`src/rtl/ohsm_pkg.sv`:
```
// Shared types and constants for the ohsm start path.
// The debouncer state type lives here so ohsm-side debug logic can decode it.
package ohsm_pkg;

  typedef enum logic [1:0] {
    IDLE,
    ARM_HI,
    PRESSED,
    ARM_LO
  } db_state_t;

  localparam int DB_CNT_MAX_SIM   = 20;
  localparam int DB_CNT_MAX_BOARD = 1_000_000;

endpackage

```
`src/rtl/start_debouncer_sync_ff.sv`:
```
// N-flop synchronizer for a single asynchronous bit.
// Plain flop chain with asynchronous clear to 0.
module sync_ff #(
  parameter int STAGES = 2
) (
  input  logic clk,
  input  logic reset,
  input  logic d,
  output logic q
);

  logic [STAGES-1:0] ff;

  always_ff @(posedge clk or posedge reset) begin
    if (reset) ff <= '0;
    else       ff <= {ff[STAGES-2:0], d};
  end

  assign q = ff[STAGES-1];

endmodule

```
`src/rtl/start_debouncer.sv`:
```
// Push-button conditioner: synchronize, debounce, and emit one start pulse per press.
// Also exports the debounced level and a wrapping press counter.
module start_debouncer
  import ohsm_pkg::*;
#(
  parameter int CNT_MAX     = DB_CNT_MAX_SIM,
  parameter int SYNC_STAGES = 2
) (
  input  logic       clk,
  input  logic       reset,
  input  logic       btn_raw,
  output logic       start,
  output logic       btn_level,
  output logic [7:0] press_count
);

  localparam int          CW       = $clog2(CNT_MAX);
  localparam logic [CW-1:0] CNT_LAST = CW'(CNT_MAX - 1);

  logic          btn_sync;
  db_state_t     state, state_nx;
  logic [CW-1:0] cnt, cnt_nx;
  logic          press_nx, release_nx;

  sync_ff #(.STAGES(SYNC_STAGES)) u_sync (
    .clk  (clk),
    .reset(reset),
    .d    (btn_raw),
    .q    (btn_sync)
  );

  always_ff @(posedge clk or posedge reset) begin
    if (reset) begin
      state <= IDLE;
      cnt   <= '0;
    end else begin
      state <= state_nx;
      cnt   <= cnt_nx;
    end
  end

  // A level flip is accepted only after the counter runs out with no opposite sample.
  always_comb begin
    state_nx   = state;
    cnt_nx     = cnt;
    press_nx   = 1'b0;
    release_nx = 1'b0;
    case (state)
      IDLE: if (btn_sync) begin
        state_nx = ARM_HI;
        cnt_nx   = '0;
      end
      ARM_HI: begin
        if (!btn_sync)            state_nx = IDLE;
        else if (cnt == CNT_LAST) begin
          state_nx = PRESSED;
          press_nx = 1'b1;
        end else                  cnt_nx = cnt + CW'(1);
      end
      PRESSED: if (!btn_sync) begin
        state_nx = ARM_LO;
        cnt_nx   = '0;
      end
      ARM_LO: begin
        if (btn_sync)             state_nx = PRESSED;
        else if (cnt == CNT_LAST) begin
          state_nx   = IDLE;
          release_nx = 1'b1;
        end else                  cnt_nx = cnt + CW'(1);
      end
      default: state_nx = IDLE;
    endcase
  end

  always_ff @(posedge clk or posedge reset) begin
    if (reset) begin
      start       <= 1'b0;
      btn_level   <= 1'b0;
      press_count <= '0;
    end else begin
      start <= press_nx;
      if (press_nx)        btn_level <= 1'b1;
      else if (release_nx) btn_level <= 1'b0;
      if (press_nx) press_count <= press_count + 8'd1;
    end
  end

endmodule

```
`config.mk`:
```
export PLATFORM = sky130hd
export DESIGN_NAME = start_debouncer
export DESIGN_NICKNAME = d
export VERILOG_FILES = /design/src/rtl/ohsm_pkg.sv /design/src/rtl/start_debouncer_sync_ff.sv /design/src/rtl/start_debouncer.sv
export SDC_FILE = /design/constraint.sdc
export NUM_CORES = 1
export LEC_CHECK = 0
export ABC_AREA = 0
export BUFFER_PORTS_ARGS = -buffer_cell sky130_fd_sc_hd__buf_2
export CAP_MARGIN = 20
export CORE_MARGIN = 4
export CORE_UTILIZATION = 54
export CTS_CLUSTER_SIZE = 20
export DETAILED_ROUTE_END_ITERATION = 16
export PLACE_DENSITY = 0.85
export SLEW_MARGIN = 10
export SYNTH_ARGS = -nofsm -noshare
export SYNTH_HDL_FRONTEND = slang
export SYNTH_SLANG_ARGS = --single-unit
```
`constraint.sdc`:
```
create_clock -name clk -period 2.05 [get_ports clk]
set_clock_uncertainty 0.05 [all_clocks]
set_input_delay 0.41 -clock clk [delete_from_list [all_inputs] [get_ports clk]]
set_output_delay 0.41 -clock clk [all_outputs]
set_load 0.03 [all_outputs]
```
==> reports/results.tsv, run 1 <==
stage	metric	value	unit
synth	Yosys top cell by area	dfrtp_1	
cells_and_area	layout cell share with drive strength beyond 1	23.7	%
route	vias per inst	5.87	
route	Detailed Routing Iterations Pass 1	4	
setup_path	Setup crit start kind	flip-flop	
place	gpl congestion	0.753	
timing	final worst-path cycle share	87.5	%
floorplan	Core ar.	1560	sq um
clock_network	postcts setup bufs	0	
setup_path	Largest stage delay, worst path	430	ps
clock_network	Clock transition at path regs	100	ps
floorplan	chip height	49.2	microns
power_and_ir_drop	Power Density	614	nW/um^2
setup_path	crit path kind	flip-flop to flip-flop	
outcome	outcome	complete, no violations	
global_route	vias in the first global route	639	
floorplan	IO Count	13	
clock_network	clk sinks	19	
place	DP Area	982	sq um
clock_network	CTS tree	yes	
place	DP Wirelength	1.26	mm
worst_hold_path	Hold Path Class	primary input to async pin	
floorplan	Die Width	49.2	microns
cells_and_area	utilization after layout	64.7	%
synth	Netlist Area Pre-Place	918	sq um
global_route	initial antenna violation count	0	
clock_network	PostCTS Resize Cnt	0	
cells_and_area	area delta synth->final	9.81	%
setup_path	family with the most delay on the worst path	simple AND/OR/NAND/NOR gates	
synth	Ys Warns	0	
synth	Cell variety after synth	26	
cells_and_area	number of diodes	0	
route	post-route ant nets	0	
floorplan	Initial Utilization	58.9	%
timing	Slew HR	53.3	%
global_route	Total GRT Usage	16.8	%
floorplan	Rows	14	
clock_network	CTS Buf Count	3	
global_route	pin count of the biggest net entering global routing	20	
timing	max-slew violation count	0	
cells_and_area	fin cells	109	
synth	register area share after synthesis	51.8	%
route	Total Wirelength	1.67	mm
global_route	first-pass GRT wire length	3.09	mm
synth	Avg Cell Area, Syn	11.6	sq um
route	via count	640	
place	dpl cells	105	
clock_network	worst skew pair latency	290	ps
timing	RSZ-0062 raised after global routing	no	
setup_path	Worst path slowest cell	nand4bb_1	
power_and_ir_drop	Leak	0.546	nW
global_route	grt total ovfl	0	
cells_and_area	commonest non-fill, non-tap cell in the layout	dfrtp_1	
synth	Synth Instances	79	
route	drt wl/cell	15.3	microns
timing	final setup vio count	0	
timing	setup tns final	0	ps
cells_and_area	fillers	124	
synth	syn nets	84	
setup_path	cell-by-cell trace of the critical path	ha_1 > nand4bb_1 > nor3_1 > xor2_1	
floorplan	die area	2420	sq um
setup_path	Crit path arrival time	1950	ps
cells_and_area	Post-Layout Inst Area	1010	sq um
synth	share of the synthesized area in the top cell type	51.8	%
setup_path	WP data required	2210	ps
place	number of port buffers	12	
cells_and_area	commonest cells after routing, fill and taps aside	dfrtp_1, buf_2, nand2_1	
timing	Hold Fails Final Rpt	0	
setup_path	crit path max fanout	9	
timing	worst-margin pin slew	700	ps
power_and_ir_drop	Total Power	0.620	mW
setup_path	WP buf/inv	0	
power_and_ir_drop	Max VDD drop	0.447	mV
route	Iter 0 DRT Violations	10	
timing	Fmax	558	MHz
clock_network	Longest Clk Path Bufs	2	
cells_and_area	Final nets	99	
synth	Area contributors post-synth	dfrtp_1, xor2_1, nand2_1	
clock_network	root buffer cell	clkbuf_4	
synth	synthesized flop and latch total	19	
route	Post-route DRC	0	
run	max cap viols	0	
clock_network	H-tree Lvls	1	
clock_network	CTS Hold Bufs	0	
timing	minimum clock period	1790	ps
setup_path	CP endpoint kind	flip-flop	
synth_stat cells:
cell type and n:
and3_2 1, and4bb_2 1, nor4_4 1, ha_1 2, nand4b_4 1, nand4_1 5
nor2b_1 3, nand2b_1 2, nand3_1 5, o211ai_1 2, inv_1 2, mux2i_1 1
and3_1 1, xnor2_1 3, dfrtp_1 19, nand4b_1 2, buf_6 1, nand4bb_1 1
xor2_1 6, nand2_1 10, nor3_1 3, o21ai_0 2, a21oi_1 1, nor4_2 1
mux2_2 2, buf_2 1
per-stage QoR:
stage / setup WS, ps / hold slack [ps]
3_5_place_dp: 292 / 287
3_3_place_gp: 429 / 294
4_1_cts: 267 / 159
2_1_floorplan: 518 / 281
5_1_grt: 89.1 / 144
6_report: 257 / 158
power by group:
group          switching (mW)  internal, mW  total, mW
Clock                   0.105        0.0758      0.181
Sequential             0.0169         0.386      0.403
Combinational          0.0196        0.0156     0.0352
Total                   0.142         0.478      0.620
final timing paths:
path | to | startpoint | depth (start not counted) | slack (ps)
worst min register to register | u_sync.ff[1]$_DFF_PP0_ | u_sync.ff[0]$_DFF_PP0_ | 0 | 310
worst min-delay path | cnt[2]$_DFFE_PP0P_ | reset | 2 | 160
worst max-delay path | press_count[3]$_DFFE_PP0P_ | cnt[0]$_DFFE_PP0P_ | 4 | 260
min in group clk | u_sync.ff[0]$_DFF_PP0_ | btn_raw | 1 | 170
max in group asynchronous | async pin | reset | 2 | 1350
worst max register to register | press_count[3]$_DFFE_PP0P_ | cnt[0]$_DFFE_PP0P_ | 4 | 260
area by class of cell:
cell class	instances	area, sq um	area share [%]
clock buffers	4	26.3	2.61
inverters	2	7.51	0.744
multi-input cells	56	419	41.6
flip-flops and latches	19	475	47.1
well taps	16	20.0	1.99
repair buffers	12	60.1	5.96
sequential cells by signal, indices dropped and copies added, names as in the netlist, named ones only:
signal and flops:
press_count 8, cnt 5, u_sync.ff 2, btn_level 1, start 1, state 1
logic make-up (layout without fill, tap and decap cells):
family | count (synthesis) | count (layout) | share of synthesized area, %
flops | 19 | 19 | 51.8
simple gates | 37 | 37 | 27.5
xor+xnor | 9 | 9 | 8.58
fa+ha+maj | 2 | 2 | 2.72
buf+inv | 4 | 18 | 2.59
compound gates | 5 | 5 | 3.27
mux | 3 | 3 | 3.54
per-layer routing:
metal	wire, microns	track usage [%]
met5	0	0
met4	27	4.27
met3	61	5.81
met2	805	26.8
met1	773	21.4
worst reg2reg max path: stages (launching register included):
cell and delay [ps]:
dfrtp_1 400, ha_1 240, nand4bb_1 430, nor3_1 380, xor2_1 220
No activity file was read; power rests on OpenSTA's default activity.
==> run 2: changes to the inputs <==
- BUFFER_PORTS_ARGS: -buffer_cell sky130_fd_sc_hd__buf_2 -> not set
- CORE_ASPECT_RATIO: not set -> 0.9
- DONT_BUFFER_PORTS: not set -> 1
- PLACE_DENSITY: 0.85 -> 0.78
==> reports/results.tsv, run 2 (synthesis gave the netlist of run 1 again) <==
stage	metric	value	unit	change
cells_and_area	Regs by FF count	press_count x8, cnt x5, u_sync.ff x2		
clock_network	CTS Buf Count	3		unchanged
clock_network	CTS tree	yes		
cells_and_area	area delta synth->final	4.09	%	
setup_path	Setup crit start kind	flip-flop		
run	max cap viols	0		unchanged
place	gpl congestion	0.781		+3.6%
global_route	grt total ovfl	0		unchanged
cells_and_area	number of diodes	0		unchanged
floorplan	Initial Utilization	60.1	%	+1.2 points
global_route	Total GRT Usage	16.0	%	-0.74 points
setup_path	crit path max fanout	9		unchanged
clock_network	Longest Clk Path Bufs	2		unchanged
clock_network	root buffer cell	clkbuf_4		
power_and_ir_drop	Power Density	645	nW/um^2	+5.0%
setup_path	Crit. path cell count	4		unchanged
setup_path	Critical R2R Launch	cnt[1]$_DFFE_PP0P_		
cells_and_area	fillers	134		+8.1%
clock_network	Clock transition at path regs	100	ps	about the same
route	Detailed Routing Iterations Pass 1	4		unchanged
timing	hold_ws	47.9	ps	-110 ps
timing	final setup vio count	0		unchanged
timing	Slew HR	54.0	%	+0.71 points
clock_network	PostCTS Resize Cnt	0		unchanged
clock_network	clk sinks	19		unchanged
clock_network	worst skew pair latency	290	ps	about the same
timing	worst-margin pin slew	690	ps	-10.6 ps
setup_path	cell-by-cell trace of the critical path	ha_1 > nand4bb_1 > nor4_2 > xor2_1		
cells_and_area	commonest non-fill, non-tap cell in the layout	dfrtp_1		
clock_network	CTS Hold Bufs	0		unchanged
setup_path	R2R Setup Slk	290	ps	+40 ps
route	drt wl/cell	15.1	microns	-1.4%
timing	max-slew violation count	0		unchanged
setup_path	CP endpoint kind	flip-flop		
clock_network	H-tree Lvls	1		unchanged
global_route	initial antenna violation count	0		unchanged
route	Iter 0 DRT Violations	12		+2
timing	Hold Fails Final Rpt	0		unchanged
setup_path	family with the most delay on the worst path	simple AND/OR/NAND/NOR gates		
route	vias per inst	5.72		-2.6%
place	number of port buffers	0		-12
cells_and_area	Reg with most FFs	press_count		
floorplan	Core ar.	1530	sq um	-1.9%
floorplan	Rows	13		-1
floorplan	Die Width	51.5	microns	+4.5%
floorplan	die area	2430	sq um	about the same
power_and_ir_drop	Max VDD drop	0.465	mV	+3.9%
timing	Fmax	569	MHz	+2.1%
timing	final worst-path cycle share	85.7	%	-1.8 points
route	via count	589		-8.0%
timing	setup tns final	0	ps	unchanged
setup_path	WP buf/inv	0		unchanged
global_route	vias in the first global route	585		-8.5%
floorplan	IO Count	13		unchanged
worst_hold_path	Hold Path Class	primary input to async pin		
power_and_ir_drop	Total Power	0.616	mW	-0.51%
route	post-route ant nets	0		unchanged
setup_path	crit path capture	press_count[7]$_DFFE_PP0P_		
setup_path	Crit Reg-Reg Endpoint	press_count[7]$_DFFE_PP0P_		
timing	minimum clock period	1760	ps	-36.4 ps
cells_and_area	Final nets	87		-12%
setup_path	Largest stage delay, worst path	440	ps	about the same
cells_and_area	utilization after layout	62.5	%	-2.2 points
place	DP Area	930	sq um	-5.4%
global_route	pin count of the biggest net entering global routing	20		unchanged
route	Post-route DRC	0		unchanged
cells_and_area	layout cell share with drive strength beyond 1	12.3	%	-11 points
cells_and_area	commonest cells after routing, fill and taps aside	dfrtp_1, nand2_1, xor2_1		
outcome	outcome	complete, no violations		
cells_and_area	Post-Layout Inst Area	956	sq um	-5.2%
route	Total Wirelength	1.55	mm	-6.8%
floorplan	chip height	47.1	microns	-4.3%
timing	RSZ-0062 raised after global routing	no		
setup_path	Worst path slowest cell	nor4_2		
setup_path	Crit path arrival time	1930	ps	-20 ps
cells_and_area	area occupied by multi-input gates	419	sq um	unchanged
cells_and_area	max FFs per register	8		unchanged
setup_path	Reg2Reg Depth	4		unchanged
setup_path	Setup crit start	cnt[1]$_DFFE_PP0P_		
power_and_ir_drop	Leak	0.485	nW	-11%
cells_and_area	Reg area	475	sq um	unchanged
global_route	first-pass GRT wire length	2.76	mm	-11%
setup_path	crit path kind	flip-flop to flip-flop		
setup_path	WP data required	2220	ps	about the same
clock_network	postcts setup bufs	0		unchanged
place	DP Wirelength	1.12	mm	-11%
-- run 2: area by class of cell --
cell class | count | share of cell area [%]
well taps | 22 | 2.88
inverters | 2 | 0.785
clock buffers | 4 | 2.75
flip-flops and latches | 19 | 49.7
multi-input cells | 56 | 43.8
-- run 2: worst min-delay path by stage --
stage / start / to / slack [ps] / depth (start not counted)
after floorplan: u_sync.ff[0]$_DFF_PP0_ / u_sync.ff[1]$_DFF_PP0_ / 280 / 0
after global placement: u_sync.ff[0]$_DFF_PP0_ / u_sync.ff[1]$_DFF_PP0_ / 290 / 0
after detailed placement: u_sync.ff[0]$_DFF_PP0_ / u_sync.ff[1]$_DFF_PP0_ / 290 / 0
after CTS: reset / press_count[6]$_DFFE_PP0P_ / 70 / 1
after global routing: btn_raw / u_sync.ff[0]$_DFF_PP0_ / 60 / 0
final: reset / press_count[4]$_DFFE_PP0P_ / 50 / 1
-- run 2: metrics by stage --
| stage | cells | worst slack, ps |
|---|---|---|
| 2_1_floorplan | 79 | 518 |
| 3_3_place_gp | 99 | 429 |
| 3_5_place_dp | 99 | 321 |
| 4_1_cts | 103 | 300 |
| 5_1_grt | 103 | 105 |
| 6_report | 103 | 293 |
-- run 2: power breakdown --
part / internal (mW) / switching [mW] / leakage (nW)
Clock: 0.0757 / 0.105 / 0.0150
Combinational: 0.0143 / 0.0185 / 0.220
Sequential: 0.386 / 0.0166 / 0.251
Total: 0.476 / 0.140 / 0.485
-- run 2: routing by layer --
metal  track usage [%]  up-vias  routed length [microns]
met5                 0        -                        0
met4              4.71        0                       10
met3              6.67        2                       92
met2              26.4       13                      756
met1              19.6      289                      694
li1                  -      285                        -
-- run 2: worst register-to-register path, cell delays in order, from the launching register on --
cell       delay (ps)
dfrtp_1           390
ha_1              220
nand4bb_1         410
nor4_2            440
xor2_1            170
==> run 3: changes to the inputs <==
- CAP_MARGIN: 20 -> 10
- clock period: 2.05 -> 1.9 ns (I/O delays scaled with it)
==> reports/results.tsv, run 3 (synthesis gave the netlist of run 1 again) <==
stage	metric	value	unit	change
route	Total Wirelength	1.49	mm	-4.0%
cells_and_area	commonest cells after routing, fill and taps aside	dfrtp_1, nand2_1, xor2_1		
timing	Slew HR	54.5	%	+0.55 points
cells_and_area	Reg with most FFs	press_count		
global_route	grt total ovfl	0		unchanged
setup_path	WP data required	2070	ps	-150 ps
route	Iter 0 DRT Violations	5		-7
timing	setup tns final	0	ps	unchanged
floorplan	chip height	47.1	microns	unchanged
floorplan	Rows	13		unchanged
power_and_ir_drop	Max VDD drop	0.551	mV	+19%
timing	final setup vio count	0		unchanged
cells_and_area	area delta synth->final	5.72	%	
cells_and_area	number of diodes	0		unchanged
cells_and_area	Regs by FF count	press_count x8, cnt x5, u_sync.ff x2		
clock_network	CTS Hold Bufs	0		unchanged
setup_path	Critical R2R Launch	cnt[0]$_DFFE_PP0P_		
timing	Hold Fails Final Rpt	0		unchanged
setup_path	Worst path slowest cell	nor4_2		
clock_network	H-tree Lvls	1		unchanged
timing	final worst-path cycle share	90.5	%	+4.8 points
place	DP Wirelength	1.16	mm	+3.3%
global_route	initial antenna violation count	0		unchanged
clock_network	PostCTS Resize Cnt	0		unchanged
setup_path	cell-by-cell trace of the critical path	ha_1 > nand4bb_1 > nor4_2 > xor2_1		
place	number of port buffers	0		unchanged
clock_network	Longest Clk Path Bufs	2		unchanged
cells_and_area	utilization after layout	63.5	%	+0.98 points
worst_hold_path	Hold Path Class	primary input to async pin		
setup_path	Setup crit start kind	flip-flop		
clock_network	postcts setup bufs	0		unchanged
setup_path	Crit Reg-Reg Endpoint	press_count[7]$_DFFE_PP0P_		
floorplan	die area	2430	sq um	unchanged
clock_network	Clock transition at path regs	90	ps	about the same
clock_network	root buffer cell	clkbuf_4		
setup_path	Reg2Reg Depth	4		unchanged
setup_path	CP endpoint kind	flip-flop		
route	Post-route DRC	0		unchanged
timing	minimum clock period	1720	ps	-37.0 ps
cells_and_area	layout cell share with drive strength beyond 1	14.5	%	+2.1 points
power_and_ir_drop	Leak	0.494	nW	+1.8%
run	max cap viols	0		unchanged
timing	max-slew violation count	0		unchanged
setup_path	R2R Setup Slk	180	ps	-110 ps
route	drt wl/cell	14.2	microns	-5.8%
cells_and_area	Final nets	89		+2.3%
timing	worst-margin pin slew	681	ps	-8.29 ps
clock_network	CTS Buf Count	3		unchanged
timing	Fmax	581	MHz	+2.1%
clock_network	CTS tree	yes		
setup_path	crit path kind	flip-flop to flip-flop		
setup_path	Crit path arrival time	1890	ps	-40 ps
clock_network	clk sinks	19		unchanged
global_route	Total GRT Usage	14.7	%	-1.3 points
route	vias per inst	5.65		-1.2%
floorplan	Die Width	51.5	microns	unchanged
outcome	outcome	complete, no violations		
floorplan	IO Count	13		unchanged
place	gpl congestion	0.800		+2.5%
power_and_ir_drop	Power Density	681	nW/um^2	+5.7%
route	Detailed Routing Iterations Pass 1	4		unchanged
setup_path	Largest stage delay, worst path	410	ps	-30 ps
setup_path	crit path max fanout	9		unchanged
timing	RSZ-0062 raised after global routing	no		
cells_and_area	commonest non-fill, non-tap cell in the layout	dfrtp_1		
global_route	first-pass GRT wire length	2.45	mm	-11%
route	via count	593		+0.68%
cells_and_area	max FFs per register	8		unchanged
route	post-route ant nets	0		unchanged
global_route	pin count of the biggest net entering global routing	20		unchanged
floorplan	Core ar.	1530	sq um	unchanged
clock_network	worst skew pair latency	290	ps	about the same
floorplan	Initial Utilization	60.1	%	unchanged
global_route	vias in the first global route	549		-6.2%
run 3: cell count changes in the layout (fill, tap and decap cells not counted):
| cell | before | now |
|---|---|---|
| buf_4 | 0 | 2 |
run 3: area by class of cell:
| cell class | instances | area, sq um |
|---|---|---|
| well taps | 22 | 27.5 |
| multi-input cells | 56 | 419 |
| fillers | 131 | 558 |
| inverters | 2 | 7.51 |
| clock buffers | 4 | 26.3 |
| repair buffers | 2 | 15.0 |
| flip-flops and latches | 19 | 475 |
run 3: critical path, delay by kind of cell, from the launching register on:
family	cells	cell delay [ps]
XOR/XNOR	1	180
adder cells (fa/ha/maj)	1	230
flip-flops	1	390
AND/OR/NAND/NOR	2	810
run 3: how the worst max path moves through the flow:
| stage | startpoint | to | depth (start not counted) |
|---|---|---|---|
| 2_1_floorplan | cnt[0]$_DFFE_PP0P_ | press_count[1]$_DFFE_PP0P_ | 4 |
| 3_3_place_gp | cnt[0]$_DFFE_PP0P_ | press_count[7]$_DFFE_PP0P_ | 4 |
| 3_5_place_dp | cnt[0]$_DFFE_PP0P_ | press_count[7]$_DFFE_PP0P_ | 4 |
| 4_1_cts | cnt[0]$_DFFE_PP0P_ | press_count[7]$_DFFE_PP0P_ | 4 |
| 5_1_grt | cnt[1]$_DFFE_PP0P_ | press_count[7]$_DFFE_PP0P_ | 4 |
| 6_report | cnt[0]$_DFFE_PP0P_ | press_count[7]$_DFFE_PP0P_ | 4 |
run 3: per-layer routing:
layer | track usage (%) | part of all wire (%) | vias up
met3 | 6.98 | 6.0 | 4
met2 | 22.1 | 47 | 12
met5 | 0 | 0 | -
met4 | 6.28 | 1.3 | 0
met1 | 18.4 | 45 | 287
li1 | - | - | 290
run 3: through the flow:
stage / area [sq um] / cells / worst slack (ps) / power [mW] / hold slack (ps)
after floorplan: 918 / 79 / 368 / 0.469 / 281
after global placement: 945 / 101 / 288 / 0.479 / 288
after detailed placement: 945 / 101 / 197 / 0.480 / 286
after CTS: 971 / 105 / 174 / 0.675 / 34.5
after global routing: 971 / 105 / 18.8 / 0.699 / 30.5
final: 971 / 105 / 180 / 0.661 / 18.3
run 3: report_power, final:
| group | switching (mW) | internal [mW] |
|---|---|---|
| Combinational | 0.0235 | 0.0169 |
| Clock | 0.108 | 0.0817 |
| Sequential | 0.0145 | 0.417 |
| Total | 0.146 | 0.515 |
